[config.mk]
export PLATFORM = sky130hd
export DESIGN_NAME = mem_refill_arbiter
export DESIGN_NICKNAME = d
export VERILOG_FILES = /design/src/rtl/cache_pkg.sv /design/src/rtl/rr_arbiter2.sv /design/src/rtl/mem_refill_arbiter.sv
export SDC_FILE = /design/constraint.sdc
export NUM_CORES = 1
export LEC_CHECK = 0
export ABC_AREA = 1
export CELL_PAD_IN_SITES_DETAIL_PLACEMENT = 1
export CELL_PAD_IN_SITES_GLOBAL_PLACEMENT = 2
export CORE_ASPECT_RATIO = 0.6
export CORE_MARGIN = 2
export CORE_UTILIZATION = 19
export CTS_CLUSTER_SIZE = 40
export DETAILED_ROUTE_END_ITERATION = 6
export MAX_ROUTING_LAYER = met4
export PLACE_DENSITY = 0.8
export SYNTH_ARGS = -nofsm -noshare
export SYNTH_HDL_FRONTEND = slang
export SYNTH_HIERARCHICAL = 1
export SYNTH_SLANG_ARGS = --single-unit
export TNS_END_PERCENT = 1
[constraint.sdc]
create_clock -name clk -period 1.9 [get_ports clk]
set_clock_uncertainty 0.15 [all_clocks]
set_input_delay 0.38 -clock clk [delete_from_list [all_inputs] [get_ports clk]]
set_output_delay 0.38 -clock clk [all_outputs]
set_load 0.05 [all_outputs]
[src/rtl/cache_pkg.sv]
// Shared types and constants for the cache refill path.
package cache_pkg;

  // Refill arbiter FSM states
  typedef enum logic [1:0] {
    IDLE  = 2'd0,
    BURST = 2'd1,
    GAP   = 2'd2
  } arb_state_e;

  localparam int unsigned WORD_OFFSET_DFLT = 2;
  localparam int unsigned WORDS_PER_LINE   = 1 << WORD_OFFSET_DFLT;
  localparam int unsigned BYTE_OFFSET      = 2;

  // Requester ids, also the bit positions in grant vectors
  localparam int unsigned CC0 = 0;
  localparam int unsigned CC1 = 1;

endpackage

[src/rtl/rr_arbiter2.sv]
// Two-way round-robin pick: a lone requester wins, a tie goes to the one
// that was not served last.
module rr_arbiter2
  import cache_pkg::*;
(
  input  logic [1:0] req_i,
  input  logic       rr_last_i,  // 1: cc1 was served last
  output logic [1:0] gnt_o_c
);

  // One-hot grant from request vector and last-served id
  always_comb begin
    gnt_o_c      = '0;
    gnt_o_c[CC0] = req_i[CC0] & (~req_i[CC1] | rr_last_i);
    gnt_o_c[CC1] = req_i[CC1] & (~req_i[CC0] | ~rr_last_i);
  end

endmodule

[src/rtl/mem_refill_arbiter.sv]
// Shares the single memory refill port between the instruction-side (cc0)
// and data-side (cc1) caches, one 4-word line burst at a time.
module mem_refill_arbiter
  import cache_pkg::*;
#(
  parameter int unsigned ADR_WIDTH   = 32,
  parameter int unsigned DATA_WIDTH  = 32,
  parameter int unsigned WORD_OFFSET = 2,
  parameter int unsigned TIMEOUT     = 64
) (
  input  logic                   clk,
  input  logic                   rst,

  input  logic                   req_cc02arb,
  input  logic [ADR_WIDTH-1:0]   adr_cc02arb,
  output logic                   ack_arb2cc0,
  output logic [DATA_WIDTH-1:0]  dat_arb2cc0,
  output logic [WORD_OFFSET-1:0] word_arb2cc0,

  input  logic                   req_cc12arb,
  input  logic [ADR_WIDTH-1:0]   adr_cc12arb,
  output logic                   ack_arb2cc1,
  output logic [DATA_WIDTH-1:0]  dat_arb2cc1,
  output logic [WORD_OFFSET-1:0] word_arb2cc1,

  output logic                   req_arb2mem,
  output logic [ADR_WIDTH-1:0]   adr_arb2mem,
  input  logic                   ack_mem2arb,
  input  logic [DATA_WIDTH-1:0]  dat_mem2arb,

  output logic [1:0]             gnt_arb,
  output logic                   err_arb
);

  localparam int unsigned WD_W = $clog2(TIMEOUT + 1);

  localparam logic [WORD_OFFSET-1:0] LAST_BEAT = WORD_OFFSET'((1 << WORD_OFFSET) - 1);
  localparam logic [WORD_OFFSET-1:0] BEAT_ONE  = WORD_OFFSET'(1);
  localparam logic [ADR_WIDTH-1:0]   LINE_MASK =
    ~ADR_WIDTH'((1 << (WORD_OFFSET + BYTE_OFFSET)) - 1);
  localparam logic [ADR_WIDTH-1:0]   BEAT_STEP = ADR_WIDTH'(1 << BYTE_OFFSET);
  localparam logic [WD_W-1:0]        WD_LIMIT  = WD_W'(TIMEOUT - 1);
  localparam logic [WD_W-1:0]        WD_ONE    = WD_W'(1);

  arb_state_e             state_q, state_d;
  logic [1:0]             gnt_q, gnt_d;
  logic                   req_q, req_d;
  logic [ADR_WIDTH-1:0]   adr_q, adr_d;
  logic [WORD_OFFSET-1:0] beat_q, beat_d;
  logic [WD_W-1:0]        wdog_q, wdog_d;
  logic                   rr_last_q, rr_last_d;
  logic                   err_q, err_d;

  logic [1:0]             pick_c;
  logic [ADR_WIDTH-1:0]   sel_adr_c;
  logic                   in_burst_c;

  rr_arbiter2 u_rr (
    .req_i     ({req_cc12arb, req_cc02arb}),
    .rr_last_i (rr_last_q),
    .gnt_o_c   (pick_c)
  );

  assign sel_adr_c  = pick_c[CC1] ? adr_cc12arb : adr_cc02arb;
  assign in_burst_c = (state_q == BURST);

  // State and output registers; reset abandons any burst in flight
  always_ff @(posedge clk or negedge rst) begin
    if (!rst) begin
      state_q   <= IDLE;
      gnt_q     <= '0;
      req_q     <= 1'b0;
      adr_q     <= '0;
      beat_q    <= '0;
      wdog_q    <= '0;
      rr_last_q <= 1'b1;
      err_q     <= 1'b0;
    end else begin
      state_q   <= state_d;
      gnt_q     <= gnt_d;
      req_q     <= req_d;
      adr_q     <= adr_d;
      beat_q    <= beat_d;
      wdog_q    <= wdog_d;
      rr_last_q <= rr_last_d;
      err_q     <= err_d;
    end
  end

  // Grant, beat sequencing, watchdog and end-of-burst handling
  always_comb begin
    state_d   = state_q;
    gnt_d     = gnt_q;
    req_d     = req_q;
    adr_d     = adr_q;
    beat_d    = beat_q;
    wdog_d    = wdog_q;
    rr_last_d = rr_last_q;
    err_d     = 1'b0;

    unique case (state_q)
      IDLE: begin
        if (|pick_c) begin
          state_d = BURST;
          gnt_d   = pick_c;
          req_d   = 1'b1;
          adr_d   = sel_adr_c & LINE_MASK;
          beat_d  = '0;
          wdog_d  = '0;
        end
      end

      BURST: begin
        if (ack_mem2arb) begin
          wdog_d = '0;
          if (beat_q == LAST_BEAT) begin
            state_d   = GAP;
            req_d     = 1'b0;
            adr_d     = '0;
            rr_last_d = gnt_q[CC1];
          end else begin
            beat_d = beat_q + BEAT_ONE;
            adr_d  = adr_q + BEAT_STEP;
          end
        end else if (wdog_q == WD_LIMIT) begin
          // Memory stalled too long: drop the burst and free the port
          state_d   = GAP;
          req_d     = 1'b0;
          adr_d     = '0;
          wdog_d    = '0;
          err_d     = 1'b1;
          rr_last_d = gnt_q[CC1];
        end else begin
          wdog_d = wdog_q + WD_ONE;
        end
      end

      GAP: begin
        state_d = IDLE;
        gnt_d   = '0;
      end

      default: begin
        state_d = IDLE;
        gnt_d   = '0;
        req_d   = 1'b0;
        adr_d   = '0;
      end
    endcase
  end

  assign gnt_arb     = gnt_q;
  assign req_arb2mem = req_q;
  assign adr_arb2mem = adr_q;
  assign err_arb     = err_q;

  // Zero-latency steering back to the granted cache; a dropped request mutes acks
  assign ack_arb2cc0  = ack_mem2arb & gnt_q[CC0] & in_burst_c & req_cc02arb;
  assign ack_arb2cc1  = ack_mem2arb & gnt_q[CC1] & in_burst_c & req_cc12arb;
  assign dat_arb2cc0  = dat_mem2arb;
  assign dat_arb2cc1  = dat_mem2arb;
  assign word_arb2cc0 = beat_q;
  assign word_arb2cc1 = beat_q;

endmodule

==> results_dict.tcl <==
set metrics [dict create \
    dieArea_mm2 0.02141 \
    critPathArrivalTime_ns 1.92 \
    htreeDepth 2 \
    grt_pass1_wl_um 24130 \
    clockBufferDepth 2 \
    ys_ff_latch 46 \
    grt_max_degree 47 \
    syn_inst 596 \
    cts_root_buf "clkbuf_16" \
    crit_path_top_delay_cell "dfstp_2" \
    worst_hold_slack_ns 0.3716 \
    layout_setup_ws_ns 0.02347 \
    postLayoutCellArea_mm2 0.005839 \
    power_density_mw_per_mm2 1529 \
    row_count 40 \
    hpwlAfterDp_um 12430 \
    setup_viol 0 \
    endpoint_kind "register" \
    fp.dieW_um 187.6 \
    synthArstFlopShare_pct 100.0 \
    drc 0 \
    drt_first_pass_iters 4 \
    worstPathRequired_ns 1.94 \
    fin_setup_tns_ns 0 \
    place_congestion 0.8670 \
    path_common_cell "inv_2" \
    fin_util_pct 29.32 \
    slowest_delay_ns 0.58 \
    io_buffers 100 \
    fmax_mhz 532.9 \
    core_mm2 0.01992 \
    seq_area_frac_synth_pct 29.99 \
    final_antenna_net_count 0 \
    hold_viol_final 0 \
    overflow 0 \
    clkTransAtPathRegs_ns 0.08 \
    ioPinCount 207 \
    routed_wirelength_um 15430 \
    clock-sinks 46 \
    hp-class "reg2reg" \
    yosysWarnings 6 \
    dr_total_vias 4031 \
    critical_path.max_fanout 9 \
    p_leak_uw 0.002591 \
    synth.distinct_cells 38 \
    fin_crit_ns 1.877 \
    die-height_um 114.2 \
    floorplan.initialDensity_pct 19.29 \
    start_kind "register" \
    synth_ff_type "dfrtp_1" \
    avgSynthCellArea_um2 6.447 \
    finalCritPeriodShare_pct 98.76 \
    antenna_found_initial 0 \
    synth_edf_count 0 \
    dp_slack_ns -0.5479 \
    synth_area_mm2 0.003842 \
    path_class "reg2reg" \
    slew_violations 0 \
    crit_buf_inv 5 \
    rsz0062_at_grt "yes" \
    clkLatencyLatePin_ns 0.31 \
    drt-wirelength-per-cell_um 15.86 \
    final_nets 803 \
    syn_to_final_growth_pct 51.97 \
    first_global_vias 4155 \
    numCtsBuffers 5 \
    initialDrtViolationCount 204 \
    peakVddDrop_v 0.0005757 \
    vias_per_cell 4.143 \
    place_area_mm2 0.005444 \
    grt_usage_pct 15.07 \
    path_cells "inv_2 > a21oi_2 > inv_2 > nand3_4 > nand2_4 > inv_6 > o21ai_4 > buf_12 > buf_8 > a22o_1" \
    n_antenna_cell 0 \
    status "finished clean" \
    cts_tree "yes" \
    drive_above_1_share_pct 25.86 \
    maxCapViolations 0 \
    crit_family "flip-flops" \
]
==> flip-flops by register name (all words and copies together), names as in the netlist <==
| name | flops |
|---|---|
| req_arb2mem | 1 |
| err_arb | 1 |
| adr_arb2mem | 30 |
| word_arb2cc0 | 2 |
| state_q | 2 |
| wdog_q | 7 |
| rr_last_q | 1 |
| gnt_arb | 2 |
==> placed cells by master, fill, tap and decap left out, types with 3 or more instances in the layout <==
master and n:
o21bai_1 3, nor2_4 8, xor2_1 3, buf_12 36
nand2_4 3, a21oi_1 7, o21ai_0 39, o21ai_1 15
clkdlybuf4s50_1 57, dfrtp_2 3, nand3_1 38, nor2_2 6
buf_4 78, inv_1 39, inv_2 10, nand2_1 159
nor2_1 90, clkbuf_16 5, o22ai_1 6, nand2_2 11
dfrtp_1 42, a31oi_1 3, a22o_1 3
==> kinds of logic after synthesis <==
kind of cell / synth area share [%]
AO/OA/AOI/OAI: 12.24
other: 0.09759
flip-flops: 29.99
AND/OR/NAND/NOR: 35.30
XOR/XNOR: 0.9119
buffers and inverters: 20.48
adder cells (fa/ha/maj): 0.9770
==> per-stage QoR <==
step | cells | power (uW)
after floorplan | 597 | 4925
after global placement | 957 | 7455
after detailed placement | 957 | 7559
after CTS | 970 | 8752
after global routing | 973 | 9480
final | 973 | 8926
==> timing repair <==
action / 4_1_cts / 5_1_grt
endpoints found under the setup margin: 38 / 37
cloned: 0 / 0
hold buffers: 1 / 0
endpoints found under the hold margin: 45 / 0
pin swaps: 2 / 11
buffers inserted: 4 / 4
resized for setup: 18 / 40
==> cells in the mapped netlist, types with 6 or more instances <==
| cell | instances | area, um^2 |
|---|---|---|
| o21ai_1 | 11 | 55.05 |
| o22ai_1 | 6 | 37.54 |
| clkbuf_1 | 8 | 30.03 |
| nand3_1 | 41 | 205.2 |
| dfrtp_1 | 45 | 1126 |
| o21ai_0 | 43 | 215.2 |
| a21oi_1 | 7 | 35.03 |
| nor2_1 | 98 | 367.9 |
| inv_1 | 45 | 168.9 |
| nand2_1 | 169 | 634.4 |
| buf_4 | 71 | 533.0 |
| inv_2 | 6 | 22.52 |
==> cell type report <==
type | instances | area (um^2)
clock buffers | 5 | 125.1
clock inverters | 3 | 28.78
fillers | 2457 | 14080
inverters | 51 | 203.9
multi-input cells | 417 | 2037
flip-flops and latches | 46 | 1156
well taps | 273 | 341.6
repair buffers | 178 | 1947
==> per-layer routing <==
metal	part of all wire [%]	track usage (%)	vias up	routed length, um
li1	-	-	2020	-
met1	55	22.82	1894	8466
met2	40	20.86	108	6204
met3	4.1	2.421	9	640
met4	0.77	2.730	0	119
met5	0	-	-	0
==> power breakdown <==
group	total (uW)	internal (uW)	switching [uW]
clock network	978	506	471
registers	1830	1350	480
logic	6120	2640	3480
total	8930	4490	4430
==> final timing paths <==
kind / depth (start not counted) / from / slack, ns / end
min in group asynchronous: 3 / rst / 0.43 / state_q[0]$_DFFE_PN0P_
max reg2reg: 10 / rr_last_q$_DFFE_PN1P_ / 0.02 / adr_arb2mem[3]$_DFFE_PN0P_
max in group asynchronous: 3 / rst / 0.89 / adr_arb2mem[7]$_DFFE_PN0P_
min reg2reg: 2 / req_arb2mem$_DFFE_PN0P_ / 0.37 / req_arb2mem$_DFFE_PN0P_
max: 10 / rr_last_q$_DFFE_PN1P_ / 0.02 / adr_arb2mem[3]$_DFFE_PN0P_
min: 2 / req_arb2mem$_DFFE_PN0P_ / 0.37 / req_arb2mem$_DFFE_PN0P_
==> tightest hold or removal path: cells and delay by family, from the launching register on <==
family / cells / cell delay (ns)
AO/OA/AOI/OAI: 1 / 0.08
AND/OR/NAND/NOR: 1 / 0.05
flip-flops: 1 / 0.35
No activity file was read; power rests on OpenSTA's default activity.
